<file path="src/rtl/rvh_mmu_ptw.sv">
// Sv39 page-table walker: one walk in flight, up to three PTE reads,
// single-cycle registered response pulse with leaf PTE, level and fault status.
module rvh_mmu_ptw #(
    parameter int unsigned VPN_WIDTH      = 27,
    parameter int unsigned PPN_WIDTH      = 44,
    parameter int unsigned PADDR_WIDTH    = 56,
    parameter int unsigned ASID_WIDTH     = 16,
    parameter int unsigned TRANS_ID_WIDTH = 3,
    parameter int unsigned PTE_WIDTH      = 64
) (
    input  logic                      clk,
    input  logic                      rst,
    input  logic                      walk_req_vld_i,
    output logic                      walk_req_rdy_o,
    input  logic [TRANS_ID_WIDTH-1:0] walk_req_trans_id_i,
    input  logic [ASID_WIDTH-1:0]     walk_req_asid_i,
    input  logic [VPN_WIDTH-1:0]      walk_req_vpn_i,
    input  logic [1:0]                walk_req_access_type_i,
    input  logic [PPN_WIDTH-1:0]      satp_ppn_i,
    output logic                      ptw_mem_req_vld_o,
    output logic [PADDR_WIDTH-1:0]    ptw_mem_req_addr_o,
    input  logic                      ptw_mem_req_rdy_i,
    input  logic                      ptw_mem_resp_vld_i,
    input  logic [PTE_WIDTH-1:0]      ptw_mem_resp_data_i,
    input  logic                      ptw_mem_resp_err_i,
    output logic                      walk_resp_vld_o,
    output logic [TRANS_ID_WIDTH-1:0] walk_resp_trans_id_o,
    output logic [ASID_WIDTH-1:0]     walk_resp_asid_o,
    output logic [VPN_WIDTH-1:0]      walk_resp_vpn_o,
    output logic [PTE_WIDTH-1:0]      walk_resp_pte_o,
    output logic [1:0]                walk_resp_level_o,
    output logic                      walk_resp_page_fault_o,
    output logic                      walk_resp_access_fault_o,
    output logic                      busy_o
);

    typedef enum logic [1:0] {
        IDLE     = 2'd0,
        MEM_REQ  = 2'd1,
        MEM_WAIT = 2'd2,
        RESP     = 2'd3
    } state_t;

    state_t state, state_nxt;

    // Walk context captured at accept
    logic [TRANS_ID_WIDTH-1:0] trans_id, trans_id_nxt;
    logic [ASID_WIDTH-1:0]     asid, asid_nxt;
    logic [VPN_WIDTH-1:0]      vpn, vpn_nxt;
    logic [1:0]                access_type, access_type_nxt;
    logic [PPN_WIDTH-1:0]      table_ppn, table_ppn_nxt;
    logic [1:0]                level, level_nxt;

    // Registered outputs
    logic                      req_rdy, req_rdy_nxt;
    logic                      busy, busy_nxt;
    logic                      mem_vld, mem_vld_nxt;
    logic [PADDR_WIDTH-1:0]    mem_addr, mem_addr_nxt;
    logic                      resp_vld, resp_vld_nxt;
    logic [TRANS_ID_WIDTH-1:0] resp_trans_id, resp_trans_id_nxt;
    logic [ASID_WIDTH-1:0]     resp_asid, resp_asid_nxt;
    logic [VPN_WIDTH-1:0]      resp_vpn, resp_vpn_nxt;
    logic [PTE_WIDTH-1:0]      resp_pte, resp_pte_nxt;
    logic [1:0]                resp_level, resp_level_nxt;
    logic                      resp_pf, resp_pf_nxt;
    logic                      resp_af, resp_af_nxt;

    // PTE decode of the incoming read data
    logic pte_v, pte_r, pte_w, pte_x, pte_a, pte_d;
    logic pte_invalid, pte_leaf, leaf_fault;
    logic [8:0] vpn_idx;

    // Classify the returned PTE against the current level and access type
    always_comb begin
        pte_v = ptw_mem_resp_data_i[0];
        pte_r = ptw_mem_resp_data_i[1];
        pte_w = ptw_mem_resp_data_i[2];
        pte_x = ptw_mem_resp_data_i[3];
        pte_a = ptw_mem_resp_data_i[6];
        pte_d = ptw_mem_resp_data_i[7];
        pte_invalid = !pte_v || (!pte_r && pte_w) || (|ptw_mem_resp_data_i[63:54]);
        pte_leaf    = pte_r || pte_x;
        leaf_fault  = 1'b0;
        case (access_type)
            2'd0:    leaf_fault = !pte_r;
            2'd1:    leaf_fault = !pte_w || !pte_d;
            2'd2:    leaf_fault = !pte_x;
            default: leaf_fault = 1'b1;
        endcase
        if (!pte_a) leaf_fault = 1'b1;
        if (level == 2'd2 && (|ptw_mem_resp_data_i[27:10])) leaf_fault = 1'b1;
        if (level == 2'd1 && (|ptw_mem_resp_data_i[18:10])) leaf_fault = 1'b1;
    end

    // Next-state, walk context and registered-output values
    always_comb begin
        state_nxt         = state;
        trans_id_nxt      = trans_id;
        asid_nxt          = asid;
        vpn_nxt           = vpn;
        access_type_nxt   = access_type;
        table_ppn_nxt     = table_ppn;
        level_nxt         = level;
        resp_vld_nxt      = 1'b0;
        resp_trans_id_nxt = resp_trans_id;
        resp_asid_nxt     = resp_asid;
        resp_vpn_nxt      = resp_vpn;
        resp_pte_nxt      = resp_pte;
        resp_level_nxt    = resp_level;
        resp_pf_nxt       = resp_pf;
        resp_af_nxt       = resp_af;
        vpn_idx           = '0;

        case (state)
            IDLE: begin
                if (walk_req_vld_i) begin
                    trans_id_nxt    = walk_req_trans_id_i;
                    asid_nxt        = walk_req_asid_i;
                    vpn_nxt         = walk_req_vpn_i;
                    access_type_nxt = walk_req_access_type_i;
                    table_ppn_nxt   = satp_ppn_i;
                    level_nxt       = 2'd2;
                    state_nxt       = MEM_REQ;
                end
            end
            MEM_REQ: begin
                if (ptw_mem_req_rdy_i) state_nxt = MEM_WAIT;
            end
            MEM_WAIT: begin
                if (ptw_mem_resp_vld_i) begin
                    if (!ptw_mem_resp_err_i && !pte_invalid && !pte_leaf && level != 2'd0) begin
                        table_ppn_nxt = ptw_mem_resp_data_i[53:10];
                        level_nxt     = level - 2'd1;
                        state_nxt     = MEM_REQ;
                    end else begin
                        // Any terminal outcome: fault priority is err > malformed > leaf checks
                        resp_vld_nxt      = 1'b1;
                        resp_trans_id_nxt = trans_id;
                        resp_asid_nxt     = asid;
                        resp_vpn_nxt      = vpn;
                        resp_pte_nxt      = ptw_mem_resp_data_i;
                        resp_level_nxt    = level;
                        resp_af_nxt       = ptw_mem_resp_err_i;
                        resp_pf_nxt       = !ptw_mem_resp_err_i &&
                                            (pte_invalid || !pte_leaf || leaf_fault);
                        state_nxt         = RESP;
                    end
                end
            end
            RESP: begin
                state_nxt = IDLE;
            end
            default: state_nxt = IDLE;
        endcase

        case (level_nxt)
            2'd2:    vpn_idx = vpn_nxt[26:18];
            2'd1:    vpn_idx = vpn_nxt[17:9];
            default: vpn_idx = vpn_nxt[8:0];
        endcase

        req_rdy_nxt  = (state_nxt == IDLE);
        busy_nxt     = (state_nxt != IDLE);
        mem_vld_nxt  = (state_nxt == MEM_REQ);
        mem_addr_nxt = mem_addr;
        if (state_nxt == MEM_REQ) begin
            mem_addr_nxt = PADDR_WIDTH'({table_ppn_nxt, 12'b0}) + PADDR_WIDTH'({vpn_idx, 3'b000});
        end
    end

    // State, context and output registers
    always_ff @(posedge clk) begin
        if (rst) begin
            state         <= IDLE;
            trans_id      <= '0;
            asid          <= '0;
            vpn           <= '0;
            access_type   <= '0;
            table_ppn     <= '0;
            level         <= '0;
            req_rdy       <= 1'b1;
            busy          <= 1'b0;
            mem_vld       <= 1'b0;
            mem_addr      <= '0;
            resp_vld      <= 1'b0;
            resp_trans_id <= '0;
            resp_asid     <= '0;
            resp_vpn      <= '0;
            resp_pte      <= '0;
            resp_level    <= '0;
            resp_pf       <= 1'b0;
            resp_af       <= 1'b0;
        end else begin
            state         <= state_nxt;
            trans_id      <= trans_id_nxt;
            asid          <= asid_nxt;
            vpn           <= vpn_nxt;
            access_type   <= access_type_nxt;
            table_ppn     <= table_ppn_nxt;
            level         <= level_nxt;
            req_rdy       <= req_rdy_nxt;
            busy          <= busy_nxt;
            mem_vld       <= mem_vld_nxt;
            mem_addr      <= mem_addr_nxt;
            resp_vld      <= resp_vld_nxt;
            resp_trans_id <= resp_trans_id_nxt;
            resp_asid     <= resp_asid_nxt;
            resp_vpn      <= resp_vpn_nxt;
            resp_pte      <= resp_pte_nxt;
            resp_level    <= resp_level_nxt;
            resp_pf       <= resp_pf_nxt;
            resp_af       <= resp_af_nxt;
        end
    end

    assign walk_req_rdy_o           = req_rdy;
    assign busy_o                   = busy;
    assign ptw_mem_req_vld_o        = mem_vld;
    assign ptw_mem_req_addr_o       = mem_addr;
    assign walk_resp_vld_o          = resp_vld;
    assign walk_resp_trans_id_o     = resp_trans_id;
    assign walk_resp_asid_o         = resp_asid;
    assign walk_resp_vpn_o          = resp_vpn;
    assign walk_resp_pte_o          = resp_pte;
    assign walk_resp_level_o        = resp_level;
    assign walk_resp_page_fault_o   = resp_pf;
    assign walk_resp_access_fault_o = resp_af;

endmodule

</file>
<file path="config.mk">
export PLATFORM = sky130hd
export DESIGN_NAME = rvh_mmu_ptw
export DESIGN_NICKNAME = d
export VERILOG_FILES = /design/src/rtl/rvh_mmu_ptw.sv
export SDC_FILE = /design/constraint.sdc
export NUM_CORES = 1
export LEC_CHECK = 0
export ABC_AREA = 1
export CAP_MARGIN = 10
export CORE_MARGIN = 2
export CORE_UTILIZATION = 49
export CTS_CLUSTER_DIAMETER = 100
export DETAILED_ROUTE_END_ITERATION = 6
export GPL_ROUTABILITY_DRIVEN = 0
export PLACE_DENSITY = 0.81
export SKIP_CTS_REPAIR_TIMING = 1
export SYNTH_ARGS = -nofsm -noshare
export SYNTH_HDL_FRONTEND = slang
export SYNTH_SLANG_ARGS = --single-unit
</file>
<file path="constraint.sdc">
create_clock -name clk -period 5.8 [get_ports clk]
set_input_delay 0.87 -clock clk [delete_from_list [all_inputs] [get_ports clk]]
set_output_delay 0.87 -clock clk [all_outputs]
set_load 0.02 [all_outputs]
</file>
==> run summary, run 1 <==
Reg2Reg Depth: 12
Seq/Total Area, Yosys: 0.499
Leak: 6.45 nW
post-layout util: 0.695
Yosys Warn Count: 0
global route overflow: 0
chip height: 152 um
final hold vios: 0
Ant. Diodes: 0
final hold slack: 455 ps
setup ws final: 2340 ps
Mapped Area: 0.0107 sq mm
layout cells sized above 1: 0.0465
Worst-path clk slew: 60 ps
biggest area consumer among synthesized cells: dfxtp_1
Yosys top cell area share: 0.499
Worst Skew: 8.41 ps
Hold Crit Class: flop to flop
reg2reg end: ptw_mem_req_addr_o[9]
final non-filler cell total: 2065
First-pass DRT Iterations: 7
TNS Setup: 0 ps
Root Buffer: clkbuf_16
Async SR Flop Fraction: 0
initial antenna violation count: 1
chip width: 152 um
synth unique cells: 30
fin crit period: 3460 ps
Detail Route Antenna Nets: 0
CTS buffer count: 28
worst skew pair latency: 530 ps
Worst EP arrival: 3890 ps
fmax: 289 MHz
Startpoint Class: input port
largest net degree at the start of global routing: 145
global-route wire length before repair: 52.0 mm
status: finished with violations
CP Data Required Time: 6230 ps
CP endpoint: ptw_mem_req_addr_o[9]
period utilisation layout: 0.596
most numerous cell in the Yosys netlist: nor2_1
Yosys reg bits: 267
CTS tree: done
Commonest cells post-synth: 330 x nor2_1, 267 x dfxtp_1, 242 x nand2_1
dpl hpwl: 21.7 mm
Cell Area, Placed: 0.0140 sq mm
total wire length: 32.9 mm
level count of the clock H-tree: 1
Syn-to-layout area delta: 40.4%
pwr dens: 329 mW/mm^2
Post-synth EDFFs: 0
R2R Setup Slk: 2550 ps
Post-layout nets: 1930
input/output buffers: 332
Worst Tran Pin Value: 1160 ps
failing checks: design-rule violations
die area: 0.0231 sq mm
Mapped Cells: 1488
post-route cell area: 0.0150 sq mm
crit path max fanout: 18
Setup crit end kind: flop
Synth area leaders: dfxtp_1 50%, nor2_1 12%, nand2_1 8.5%
Via-to-Cell Ratio: 5.09
Detailed Route Iter0 Violations: 646
# DRC: 5
placed cell count: 2013
DR WL/cell: 15.9 um
row count: 54
clock buffer depth: 3
Clock Sinks: 267
RSZ-0062 raised after global routing: no
fin. max-slew vios: 0
vias: 10.5k
Synth Area per Inst: 7.20 sq um
Total GRT Usage: 0.273
number of global-route vias before repair: 9895
max cap viols: 0
relative slew slack: 0.224
Power, Total: 4.95 mW
Worst IR Drop VDD: 325 uV
WS Path Type: input port to flop
top_reg_cell synth: dfxtp_1
IO Pins: 336
Core Area: 0.0216 sq mm
CP startpoint: ptw_mem_resp_data_i[54]
Crit Reg-Reg Startpoint: level[0]
Initial Utilization: 0.495
Place WS: 1860 ps
Final Setup Violations: 0
-- layout by cell type (no fill, tap or decap), drive strengths merged --
cell type and n:
a31oi 21, a21oi 54, ha 5, o21ai 174
nand4 7, bufinv 6, buf 10, conb 3
nand2 244, dfxtp 267, nand3 120, nor2 341
o211ai 1, inv 142, clkbuf 41, or2 9
and2 1, clkinv 7, clkdlybuf4s50 331, a21boi 1
-- registers in the layout (all words and copies together), names as in the netlist --
signal                    cells
walk_resp_access_fault_o      1
walk_req_rdy_o                1
ptw_mem_req_addr_o           53
walk_resp_trans_id_o          3
trans_id                      3
walk_resp_vpn_o              27
walk_resp_page_fault_o        1
ptw_mem_req_vld_o             1
walk_resp_asid_o             16
access_type                   2
walk_resp_pte_o              64
table_ppn                    44
walk_resp_level_o             2
busy_o                        1
asid                         16
level                         2
walk_resp_vld_o               1
vpn                          27
state                         2
-- area by class of cell --
type                    instances  area (sq um)
fillers                      1796          6590
flip-flops and latches        267          5350
multi-input cells             981          4360
repair buffers                341          3390
clock buffers                  41           841
inverters                     144           548
well taps                     280           350
clock inverters                11           205
-- where the power goes --
group          switching (mW)  total, mW  internal [mW]  leakage (nW)
Clock                   0.725       1.99           1.27         0.518
Sequential             0.0637       2.04           1.98          2.19
Combinational           0.522      0.915          0.393          3.74
-- layer usage --
metal | part of all wire | vias up | global-route usage
met5 | 0.00033 | - | 0
met4 | 0.024 | 2 | 0.0761
met3 | 0.073 | 59 | 0.0525
met2 | 0.48 | 412 | 0.470
met1 | 0.42 | 4815 | 0.351
li1 | - | 5230 | -
-- cell families after synthesis --
family,Yosys count,synth area share
simple gates,722,0.278
flops,267,0.499
compound gates,251,0.121
buf+inv,242,0.0958
fa+ha+maj,5,0.00584
other cells,1,0.000350
-- how the worst min path moves through the flow --
stage | depth (start not counted) | end | start
after floorplan | 2 | walk_resp_vpn_o[0] | vpn[0]
after global placement | 2 | walk_resp_vpn_o[10] | vpn[10]
after detailed placement | 2 | walk_resp_vpn_o[19] | vpn[19]
after CTS | 2 | walk_resp_vpn_o[19] | vpn[19]
after global routing | 2 | walk_resp_vpn_o[22] | vpn[22]
final | 2 | walk_resp_vpn_o[3] | vpn[3]
-- critical path: stages --
cell             delay, ps
clkdlybuf4s50_1        440
nor2_1                 210
nand2_1                120
nor2_4                 170
nand4_2                420
o21ai_0                590
ha_1                   330
inv_1                  320
or2_2                  190
nand2_1                 50
nor2_1                 100
nor2_1                  70
(Power assumes the default switching activity.)
==> run 2, diff against run 1 <==
- CORE_UTILIZATION: 49 -> 47
- PLACE_DENSITY: 0.81 -> 0.78
- clock period: 5.8 -> 3.3 ns (I/O delays scaled with it)
==> run summary, run 2 (synthesized netlist as in run 1, its figures left out) <==
status: finished, final reports clean
Worst Tran Pin Value: 666 ps (-497 ps)
initial antenna violation count: 0 (-1)
vias: 10.6k (+0.86%)
global-route wire length before repair: 51.9 mm (about the same)
Final Setup Violations: 0 (unchanged)
dpl hpwl: 22.7 mm (+4.8%)
Startpoint Class: flop
Hold Crit Class: flop to flop
max reg flops: 64 (unchanged)
max cap viols: 0 (unchanged)
crit path max fanout: 18 (unchanged)
Setup crit end kind: flop
Syn-to-layout area delta: 41.1%
Root Buffer: clkbuf_16
Initial Utilization: 0.476 (-0.0194)
Worst-path clk slew: 60 ps (about the same)
Detailed Route Iter0 Violations: 796 (+23%)
die area: 0.0240 sq mm (+4.1%)
Worst IR Drop VDD: 338 uV (+3.9%)
TNS Setup: 0 ps (unchanged)
Via-to-Cell Ratio: 5.10 (about the same)
commonest non-fill, non-tap cell in the layout: clkdlybuf4s50_1
reg2reg end: ptw_mem_req_addr_o[10]
Reg2Reg Depth: 12 (unchanged)
input/output buffers: 332 (unchanged)
Clock Sinks: 267 (unchanged)
number of global-route vias before repair: 9887 (-0.081%)
post-layout util: 0.672 (-0.0236)
Sw Ratio: 0.272 (+0.00725)
fmax: 378 MHz
post-route cell area: 0.0151 sq mm (+0.54%)
Post-layout nets: 1942 (+0.62%)
largest net degree at the start of global routing: 78 (-46%)
clock share of power: 0.389 (-0.014)
commonest non-fill, non-tap cells in the layout: 331 x clkdlybuf4s50_1, 330 x nor2_1, 267 x dfxtp_1
Total GRT Usage: 0.268 (-0.00541)
IO Pins: 336 (unchanged)
chip width: 155 um (+2.0%)
First-pass DRT Iterations: 5 (-2)
fin. max-slew vios: 0 (unchanged)
hold path depth: 2 (unchanged)
level count of the clock H-tree: 1 (unchanged)
RSZ-0062 raised after global routing: no
row count: 55 (+1.9%)
period utilisation layout: 0.802
Crit Reg-Reg Startpoint: level[0]
Cell Area, Placed: 0.0141 sq mm (+0.96%)
pwr dens: 564 mW/mm^2 (+72%)
chip height: 155 um (+2.0%)
CP Data Required Time: 3730 ps (-2500 ps)
Worst Skew: 13.2 ps (+4.81 ps)
Internal: 6.21 mW (+71%)
layout cells sized above 1: 0.0534 (+0.00692)
R2R Setup Slk: 650 ps (-1900 ps)
Core Area: 0.0225 sq mm (+4.1%)
Detail Route Antenna Nets: 0 (unchanged)
Leak: 6.50 nW (+0.76%)
WS Path Type: flop to flop
total wire length: 33.2 mm (+0.93%)
fin crit period: 2650 ps
final hold vios: 0 (unchanged)
worst hold start: vpn[26]
Min-Delay Endpoint: walk_resp_vpn_o[26]
combinational fraction of design power: 0.190 (+0.005)
Seq pwr share: 0.420 (+0.007)
DR WL/cell: 15.9 um (+0.11%)
CTS tree: done
Worst EP arrival: 3080 ps (-810 ps)
Ant. Diodes: 0 (unchanged)
Psw: 2.32 mW (+77%)
clock buffer depth: 3 (unchanged)
# DRC: 0 (-5)
final hold slack: 457 ps (+2.02 ps)
worst skew pair latency: 530 ps (about the same)
CTS buffer count: 28 (unchanged)
global route overflow: 0 (unchanged)
relative slew slack: 0.556 (+0.331)
[run 2: changes by cell type in the layout (fill, tap and decap cells not counted), sizes merged]
cell,previous run,this run
buf,10,22
bufinv,6,3
clkinv,7,9
clkbuf,41,42
[run 2: how the worst max path moves through the flow]
stage,startpoint,end,cells past startpoint
floorplan,level[0],ptw_mem_req_addr_o[11],14
global placement,ptw_mem_resp_data_i[1],ptw_mem_req_addr_o[9],12
detailed placement,ptw_mem_resp_data_i[1],ptw_mem_req_addr_o[10],11
CTS,level[0],ptw_mem_req_addr_o[10],12
global route,level[0],ptw_mem_req_addr_o[4],12
finish,level[0],ptw_mem_req_addr_o[10],12
[run 2: layout make-up]
type	instances	area [sq um]
Clock buffer	42	865
Clock inverter	10	129
Fill cell	1934	7390
Inverter	144	548
Multi-Input combinational cell	981	4360
Sequential cell	267	5350
Tap cell	285	357
Timing Repair Buffer	353	3510
[run 2: routing by layer]
layer | vias up | wire, um | part of all wire | global-route usage
li1 | 5253 | - | - | -
met1 | 4881 | 14200 | 0.43 | 0.352
met2 | 402 | 15400 | 0.46 | 0.442
met3 | 72 | 2340 | 0.071 | 0.0457
met4 | 0 | 1230 | 0.037 | 0.101
met5 | - | 0 | 0 | 0
[run 2: metrics by stage]
stage	power [mW]	instances	setup WS, ps
global placement	5.24	2030	343
floorplan	4.56	1490	931
detailed placement	5.26	2030	241
finish	8.53	2082	653
CTS	8.58	2082	671
global route	8.91	2082	431
[run 2: power by group through the flow]
stage,sequential [mW],combinational (mW),clock [mW]
after detailed placement,3.65,1.61,0
final,3.58,1.62,3.32
after global placement,3.64,1.59,0
after floorplan,3.82,0.741,0
after global routing,3.61,1.79,3.51
after CTS,3.58,1.62,3.37
[run 2: critical path, stage by stage (launching register included)]
cell     delay (ps)
dfxtp_1         390
inv_1           100
ha_1            220
nor2_1          100
and2_2          200
nand4_2         170
o21ai_0         380
ha_1            310
inv_1           300
or2_0           190
nand2_1          60
nor2_1           80
nor2_1           50
==> run 3, diff against run 2 <==
- clock period: 3.3 -> 2.44 ns (I/O delays scaled with it)
==> run summary, run 3 (synthesized netlist as in run 1, its figures left out) <==
Crit path top cell by count: nor2_1
global-route wire length before repair: 52.3 mm (+0.74%)
Worst EP arrival: 2830 ps (-250 ps)
Startpoint Class: flop
level count of the clock H-tree: 1 (unchanged)
worst skew pair latency: 530 ps (about the same)
fmax: 423 MHz (+12%)
CTS tree: done
final non-filler cell total: 2105 (+1.1%)
initial antenna violation count: 2 (+2)
Detail Route Antenna Nets: 0 (unchanged)
WS Path Type: flop to flop
Critical-path top delay cell: dfxtp_2
fin. max-slew vios: 0 (unchanged)
Crit path max-delay family: simple AND/OR/NAND/NOR gates
Via-to-Cell Ratio: 5.08 (-0.23%)
clock buffer depth: 3 (unchanged)
Total GRT Usage: 0.270 (+0.00217)
Worst IR Drop VDD: 600 uV (+78%)
# DRC: 0 (unchanged)
Leak: 6.61 nW (+1.7%)
TNS Setup: 0 ps (unchanged)
placed cell count: 2044 (+0.69%)
status: finished, final reports clean
vias: 10.7k (+0.88%)
dpl hpwl: 23.0 mm (+1.1%)
Worst Tran Pin Value: 641 ps (-25.3 ps)
pwr dens: 755 mW/mm^2 (+34%)
relative slew slack: 0.573 (+0.0168)
period utilisation layout: 0.969 (+0.167)
number of global-route vias before repair: 10.1k (+2.5%)
Clock Sinks: 267 (unchanged)
IO Pins: 336 (unchanged)
fin crit period: 2360 ps (-283 ps)
Worst-path clk slew: 60 ps (about the same)
Root Buffer: clkbuf_16
CP peak stage delay: 330 ps (-60 ps)
row count: 55 (unchanged)
max cap viols: 0 (unchanged)
Final Setup Violations: 0 (unchanged)
total wire length: 33.7 mm (+1.6%)
layout cells sized above 1: 0.0715 (+0.0180)
final hold slack: 320 ps (-136 ps)
crit path cell chain: inv_2, ha_2, nor2_2, and2_4, nand4_4, a21oi_2, o21ai_2, ha_4, clkinvlp_4, buf_4, or2_2, nand2_2, nor2_1, nor2_1
largest net degree at the start of global routing: 79 (+1.3%)
chip height: 155 um (unchanged)
Syn-to-layout area delta: 44.0%
commonest non-fill, non-tap cell in the layout: clkdlybuf4s50_1
input/output buffers: 332 (unchanged)
commonest non-fill, non-tap cells in the layout: 331 x clkdlybuf4s50_1, 328 x nor2_1, 265 x dfxtp_1
chip width: 155 um (unchanged)
Setup crit end kind: flop
CP Data Required Time: 2910 ps (-820 ps)
Hold Crit Class: input port to flop
Worst Skew: 11.6 ps (-1.65 ps)
die area: 0.0240 sq mm (unchanged)
crit path max fanout: 5 (-13)
Post-layout nets: 1965 (+1.2%)
Core Area: 0.0225 sq mm (unchanged)
DR WL/cell: 16.0 um (+0.45%)
Place WS: -464 ps (-706 ps)
setup ws final: 76.3 ps (-577 ps)
First-pass DRT Iterations: 5 (unchanged)
Detailed Route Iter0 Violations: 655 (-18%)
critical path buffer and inverter count: 3 (+1)
max reg flops: 64 (unchanged)
CTS buffer count: 29 (+3.6%)
Initial Utilization: 0.476 (unchanged)
final hold vios: 0 (unchanged)
Power, Total: 11.6 mW (+36%)
global route overflow: 0 (unchanged)
## run 3: cell types whose count changed in the layout (fill, tap and decap cells not counted), sizes merged
cell      before  now
buf           22   42
bufinv         3    4
clkbuf        42   43
clkinv         9    4
clkinvlp       0    5
diode          0    1
## run 3: path summary, 6_finish.rpt
path	slack, ps	startpoint	cells past startpoint	to
hold / removal	320	rst	4	level[1]
setup reg to reg	80	level[1]	14	ptw_mem_req_addr_o[9]
hold reg to reg	450	vpn[13]	2	walk_resp_vpn_o[13]
setup / recovery	80	level[1]	14	ptw_mem_req_addr_o[9]
## run 3: metal layers
layer	track usage	vias to the layer above	wire length [um]
met2	0.458	398	15800
met5	0	-	0
met3	0.0621	71	2800
li1	-	5301	-
met4	0.0939	0	1130
met1	0.338	4931	14000
## run 3: final cells by class
cell class / instances / area, sq um
multi-input cells: 981 / 4410
well taps: 285 / 357
clock buffers: 42 / 825
clock inverters: 10 / 156
repair inverters: 1 / 7.51
repair buffers: 374 / 3760
diodes: 1 / 2.50
fillers: 1873 / 7080
inverters: 144 / 559
flip-flops and latches: 267 / 5350
## run 3: worst min-delay path, cell delays in order
cell and delay [ps]:
buf_2 130, inv_6 160, nand2_1 120, inv_1 30
## run 3: power by group
| part | total [mW] | internal, mW | switching, mW |
|---|---|---|---|
| logic | 2.29 | 1.01 | 1.28 |
| registers | 4.85 | 4.70 | 0.150 |
| clock network | 4.51 | 2.76 | 1.75 |
## run 3: stage by stage
step,cell area [sq um],util
finish,15400,0.685
global route,15400,0.685
CTS,15300,0.680
detailed placement,14300,0.636
global placement,14300,0.636
floorplan,10700,-
